===== src/rtl/types.sv =====
// Shared definitions for the board input front ends: debounce FSM states and
// the default debounce window (10 ms at 100 MHz).
package types;

  typedef enum logic [1:0] {
    STABLE_LOW  = 2'd0,
    WAIT_HIGH   = 2'd1,
    STABLE_HIGH = 2'd2,
    WAIT_LOW    = 2'd3
  } debounce_state_t;

  localparam int DEFAULT_DEBOUNCE_CYCLES = 1_000_000;

  // A channel still reads high while it is qualifying a possible release.
  function automatic logic state_is_high(input debounce_state_t state);
    return (state == STABLE_HIGH) || (state == WAIT_LOW);
  endfunction

endpackage


===== src/rtl/debounce_channel.sv =====
// One input channel: synchroniser, debounce FSM with stability counter, and
// registered level / press / release outputs.
module debounce_channel
  import types::*;
#(
  parameter int SYNC_STAGES     = 2,
  parameter int DEBOUNCE_CYCLES = DEFAULT_DEBOUNCE_CYCLES
) (
  input  logic clk_i,
  input  logic rst_i,
  input  logic raw_i,
  output logic level_o,
  output logic press_o,
  output logic release_o
);

  localparam int CNT_W = $clog2(DEBOUNCE_CYCLES + 1);
  localparam logic [CNT_W-1:0] CNT_LAST = CNT_W'(DEBOUNCE_CYCLES - 1);
  localparam logic [CNT_W-1:0] CNT_ONE  = CNT_W'(1);

  generate
    if (SYNC_STAGES < 2) begin : g_bad_sync
      $error("debounce_channel: SYNC_STAGES must be >= 2");
    end
    if (DEBOUNCE_CYCLES < 2) begin : g_bad_debounce
      $error("debounce_channel: DEBOUNCE_CYCLES must be >= 2");
    end
  endgenerate

  logic [SYNC_STAGES-1:0] sync_q;
  logic                   sync;
  debounce_state_t        state;
  logic [CNT_W-1:0]       cnt;
  logic                   high_now;

  assign sync     = sync_q[SYNC_STAGES-1];
  assign high_now = state_is_high(state);

  // Outputs trail the FSM state by one edge so press/release line up exactly
  // with the first cycle of the new level.
  always_ff @(posedge clk_i) begin
    if (rst_i) begin
      sync_q    <= '0;
      state     <= STABLE_LOW;
      cnt       <= '0;
      level_o   <= 1'b0;
      press_o   <= 1'b0;
      release_o <= 1'b0;
    end else begin
      sync_q    <= {sync_q[SYNC_STAGES-2:0], raw_i};
      level_o   <= high_now;
      press_o   <= high_now & ~level_o;
      release_o <= ~high_now & level_o;

      unique case (state)
        STABLE_LOW: begin
          if (sync) begin
            state <= WAIT_HIGH;
            cnt   <= CNT_ONE;
          end
        end
        WAIT_HIGH: begin
          if (!sync) begin
            state <= STABLE_LOW;
            cnt   <= '0;
          end else if (cnt == CNT_LAST) begin
            state <= STABLE_HIGH;
            cnt   <= '0;
          end else begin
            cnt <= cnt + CNT_ONE;
          end
        end
        STABLE_HIGH: begin
          if (!sync) begin
            state <= WAIT_LOW;
            cnt   <= CNT_ONE;
          end
        end
        WAIT_LOW: begin
          if (sync) begin
            state <= STABLE_HIGH;
            cnt   <= '0;
          end else if (cnt == CNT_LAST) begin
            state <= STABLE_LOW;
            cnt   <= '0;
          end else begin
            cnt <= cnt + CNT_ONE;
          end
        end
        default: begin
          state <= STABLE_LOW;
          cnt   <= '0;
        end
      endcase
    end
  end

endmodule


===== src/rtl/button_conditioner.sv =====
// Board push-button / switch front end: N independent synchronise-and-debounce
// channels producing clean levels plus single-cycle press and release pulses.
module button_conditioner
  import types::*;
#(
  parameter int N_CHANNELS      = 4,
  parameter int SYNC_STAGES     = 2,
  parameter int DEBOUNCE_CYCLES = DEFAULT_DEBOUNCE_CYCLES
) (
  input  logic                  clk_i,
  input  logic                  rst_i,
  input  logic [N_CHANNELS-1:0] raw_i,
  output logic [N_CHANNELS-1:0] level_o,
  output logic [N_CHANNELS-1:0] press_o,
  output logic [N_CHANNELS-1:0] release_o
);

  generate
    if (N_CHANNELS < 1) begin : g_bad_channels
      $error("button_conditioner: N_CHANNELS must be >= 1");
    end
  endgenerate

  for (genvar ch = 0; ch < N_CHANNELS; ch++) begin : g_channel
    debounce_channel #(
      .SYNC_STAGES     (SYNC_STAGES),
      .DEBOUNCE_CYCLES (DEBOUNCE_CYCLES)
    ) u_channel (
      .clk_i     (clk_i),
      .rst_i     (rst_i),
      .raw_i     (raw_i[ch]),
      .level_o   (level_o[ch]),
      .press_o   (press_o[ch]),
      .release_o (release_o[ch])
    );
  end

endmodule


===== config.mk =====
export PLATFORM = sky130hd
export DESIGN_NAME = button_conditioner
export DESIGN_NICKNAME = d
export VERILOG_FILES = /design/src/rtl/types.sv /design/src/rtl/debounce_channel.sv /design/src/rtl/button_conditioner.sv
export SDC_FILE = /design/constraint.sdc
export NUM_CORES = 1
export LEC_CHECK = 0
export BUFFER_PORTS_ARGS = -buffer_cell sky130_fd_sc_hd__buf_2
export CAP_MARGIN = 10
export CELL_PAD_IN_SITES_DETAIL_PLACEMENT = 1
export CELL_PAD_IN_SITES_GLOBAL_PLACEMENT = 1
export CORE_MARGIN = 2
export CORE_UTILIZATION = 51
export CTS_CLUSTER_SIZE = 40
export DETAILED_ROUTE_END_ITERATION = 10
export GPL_TIMING_DRIVEN = 1
export PLACE_DENSITY = 0.84
export RECOVER_POWER = 100
export SYNTH_ARGS = -nofsm -noshare
export SYNTH_HDL_FRONTEND = slang
export SYNTH_SLANG_ARGS = --single-unit
export TNS_END_PERCENT = 50

===== constraint.sdc =====
create_clock -name clk_i -period 2.8 [get_ports clk_i]
set_input_delay 0.42 -clock clk_i [delete_from_list [all_inputs] [get_ports clk_i]]
set_output_delay 0.42 -clock clk_i [all_outputs]
set_load 0.1 [all_outputs]

==> results by group <==
Logic synthesis
  • Mux cell area share after synthesis: 1.338%
  • Synthesized flop and latch total: 108
  • Combinational family with the most area after synthesis: simple AND/OR/NAND/NOR gates
  • Synth Area in Adders: less than 1%
  • XOR/XNOR Fraction of Synth Area: under 10%
  • Synth warn: 0
  • Simple-gate share of the synthesized area: between 20 and 30%
  • Syn_area_per_cell: between 8 and 9 um^2
  • Register area share after synthesis: roughly two fifths
  • Complex-gate fraction of the synthesized area: 18.06%
  • Top_reg_cell synth: dfxtp_1
  • Mapped Area: 0.005236 mm^2
  • Asr flop ratio synth: 0%
  • Net Count, Synth: 616
  • EDFF count, synth: 0
  • Syn Inst Count: 606
  • Post-synthesis cell type count: 66

Pwr
  • Cell leakage power: 1.872 nW
  • Maximum vdd drop: approximately 0.4 mV
  • Cell Pwr Density: slightly below 500 mW/mm^2

Clock tree
  • TritonCTS buffer count: 9
  • Clock Path Buffers: 2
  • Post-CTS setup buffer count: 0
  • TritonCTS clock tree: built
  • H-tree depth: 3
  • Clock slew at reported path FFs: ~0.1 ns
  • Worst skew pair latency: between 0.3 and 0.4 ns
  • Root buffer cell: clkbuf_8
  • Post-cts resize count: 0
  • CTS Hold Bufs: 0
  • Clock sink total: between 100 and 150

Timing
  • Slew margin rel.: between 20% and 30%
  • Final period util: between 80% and 90%
  • Least-Margin Pin Slew: around 1.2 ns
  • Max-slew violation count: 0
  • Worst Skew: ~0.014 ns
  • Min Tclk post-route: 2.341 ns
  • Fin. Hold Viols: 0
  • Setup TNS Final: 0 ns
  • Max Freq: around 430 MHz
  • Setup Viol. Count Final: 0
  • RSZ-0062 raised after global routing: false

Global route
  • Gr usage total: between 20% and 30%
  • Total gr overflow: 0
  • Vias in the first global route: around 4,600
  • Antenna violations before repair: 0
  • First-pass GRT wire length: between 20 and 25 mm
  • Largest net degree at the start of global routing: 37

Cells and area
  • Layout Utilization: between 50% and 60%
  • Nets@finish: approximately 610
  • ANT cells: 0
  • Area grow syn2layout: 4.110%
  • Share of layout cells above drive strength 1: between 6 and 7%
  • Fill count: between 1,000 and 1,500
  • Post-route cell area: around 0.0055 mm^2

Route
  • Final ANT Viol Nets: 0
  • DRC viols: 0
  • Via density: 6.005
  • 1st-pass router iterations: 4
  • Routed wire length: approximately 12 mm
  • Starting DRT DRC Count: between 200 and 250
  • DR WL/cell: approximately 17 um
  • Vias: approximately 4,400

Die
  • DIE HEIGHT: 105.3 um
  • Top-level I/O count: 18
  • Initial Utilization: 53.08%
  • Die ar.: approximately 0.011 mm^2
  • FP Rows: 36
  • Core area: slightly below 0.01 mm^2
  • Chip width: roughly 110 um

Place
  • Routability congestion estimate: between 0.7 and 0.8
  • # port buffers: 17
  • Placed inst area: 0.005305 mm^2
  • Post-DP HPWL: a little under 9 mm

Setup path
  • WS Path Type: reg2reg
  • Worst path max stage delay: around 0.7 ns
  • Crit path DAT: 2.66 ns
  • Worst Setup End Kind: register
  • Crit-path cells: ha_1 > nand4_1 > or2_0 > o211a_1 > clkbuf_1 > o21ai_0 > a31oi_1
  • Worst Setup Start Kind: register
  • Crit path max fanout: 27
  • CP max-delay cell: o211a_1
  • Buf/Inv on CP: 1
  • CP required: about 3.1 ns
  • CP delay by family, top: compound AO/OA/AOI/OAI gates

Min path
  • Worst min-delay path category: in2reg

Outcome
  • Status: completed

Run
  • Max-Cap Viols: 0
registers in the layout, indices dropped and copies added, names as in the netlist, named ones only:
| register | cells |
|---|---|
| g_channel.u_channel.cnt | 80 |
| g_channel.u_channel.sync_q | 8 |
| g_channel.u_channel.level_o | 4 |
| g_channel.u_channel.press_o | 4 |
| g_channel.u_channel.release_o | 4 |
| g_channel.u_channel.state | 4 |
cell type report:
class                      count  area, um^2  area share [%]
timing repair buffer          24       113.9           2.089
tap                          133       166.4           3.053
inverter                      14       52.55          0.9640
sequential                   108        2162           39.66
clock inverter                 6       66.31           1.216
multi-input combinational    446        2766           50.75
clock buffer                   9       123.9           2.272
power by group:
part           internal [mW]  total [mW]  switching, mW  leakage (nW)
clock network          0.408       0.961          0.553        0.0873
logic                 0.0330       0.108         0.0750         0.913
registers               1.55        1.56         0.0139         0.872
total                   1.99        2.63          0.642          1.87
Yosys cell counts (5+ instances only):
| cell | n | area share (%) |
|---|---|---|
| a21oi_1 | 36 | 3.4 |
| a22oi_1 | 6 | 0.86 |
| a31oi_1 | 28 | 3.3 |
| a41oi_1 | 7 | 1.2 |
| and2_1 | 8 | 0.96 |
| and3_1 | 13 | 1.6 |
| and4_1 | 8 | 1.3 |
| buf_2 | 8 | 0.76 |
| buf_4 | 12 | 1.7 |
| buf_6 | 5 | 1.1 |
| clkbuf_1 | 10 | 0.72 |
| dfxtp_1 | 108 | 41 |
| inv_1 | 14 | 1.0 |
| mux2i_1 | 7 | 1.3 |
| nand2_1 | 61 | 4.4 |
| nand2b_1 | 6 | 0.72 |
| nand3_1 | 31 | 3.0 |
| nand3b_1 | 6 | 0.86 |
| nand4_1 | 22 | 2.6 |
| nor2_1 | 46 | 3.3 |
| nor2b_1 | 15 | 1.8 |
| nor3_1 | 8 | 0.76 |
| nor3b_1 | 7 | 1.0 |
| nor4_1 | 5 | 0.60 |
| o21a_1 | 6 | 0.86 |
| o21ai_0 | 29 | 2.8 |
| xnor2_1 | 10 | 1.7 |
| xor2_1 | 15 | 2.5 |
routing by layer:
metal	share of wire (%)	vias to the layer above	global-route usage, %
met5	0	-	0
li1	-	2195	-
met2	50	48	40.83
met3	2.5	18	5.380
met1	46	2183	29.92
met4	1.4	0	6.857
through the flow:
step                hold slack [ns]  instances  power (mW)  worst slack, ns
floorplan                    0.4066        606       1.674           0.9613
detailed placement           0.4225        725       1.709           0.5484
CTS                          0.2161        740       2.662           0.5405
global route                 0.2319        740       2.731           0.2473
global placement             0.4144        725       1.701           0.6597
finish                       0.2313        740       2.631           0.4593
cell usage in the layout, fill, tap and decap left out, types with 5 or more instances in the layout:
| master | synthesis | routed |
|---|---|---|
| nor4_1 | 5 | 6 |
| nand2_1 | 61 | 61 |
| dfxtp_1 | 108 | 108 |
| xor2_1 | 15 | 15 |
| nor2b_1 | 15 | 15 |
| nand4_1 | 22 | 22 |
| buf_4 | 12 | 5 |
| a21oi_1 | 36 | 37 |
| o21a_1 | 6 | 6 |
| inv_1 | 14 | 14 |
| a22oi_1 | 6 | 6 |
| and3_1 | 13 | 13 |
| a31oi_1 | 28 | 28 |
| o21ai_0 | 29 | 29 |
| mux2i_1 | 7 | 7 |
| and4_1 | 8 | 8 |
| clkbuf_1 | 10 | 15 |
| nor3b_1 | 7 | 7 |
| clkbuf_8 | 0 | 9 |
| nand3b_1 | 6 | 6 |
| nor2_1 | 46 | 46 |
| nand3_1 | 31 | 31 |
| nor3_1 | 8 | 8 |
| xnor2_1 | 10 | 10 |
| and2_1 | 8 | 6 |
| a41oi_1 | 7 | 7 |
| nand2b_1 | 6 | 6 |
path summary, 6_finish.rpt:
path	cells after the start	to	startpoint	slack (ns)
worst min-delay path	2	g_channel[0].u_channel.sync_q[0]$_SDFF_PP0_	raw_i[0]	0.23
worst max register to register	7	g_channel[1].u_channel.cnt[5]$_SDFFE_PP0P_	g_channel[1].u_channel.cnt[0]$_SDFFE_PP0P_	0.46
worst max-delay path	7	g_channel[1].u_channel.cnt[5]$_SDFFE_PP0P_	g_channel[1].u_channel.cnt[0]$_SDFFE_PP0P_	0.46
worst min register to register	1	g_channel[3].u_channel.press_o$_SDFF_PP0_	g_channel[3].u_channel.level_o$_SDFF_PP0_	0.44
cells by family after synthesis:
| kind of cell | count (synthesis) |
|---|---|
| adders and majority gates | 4 |
| DFF | 108 |
| AOI/OAI and AO/OA | 143 |
| and+or+nand+nor | 265 |
| muxes | 7 |
| buffers and inverters | 52 |
| xor gates and xnor gates | 27 |
(Power assumes the default switching activity.)
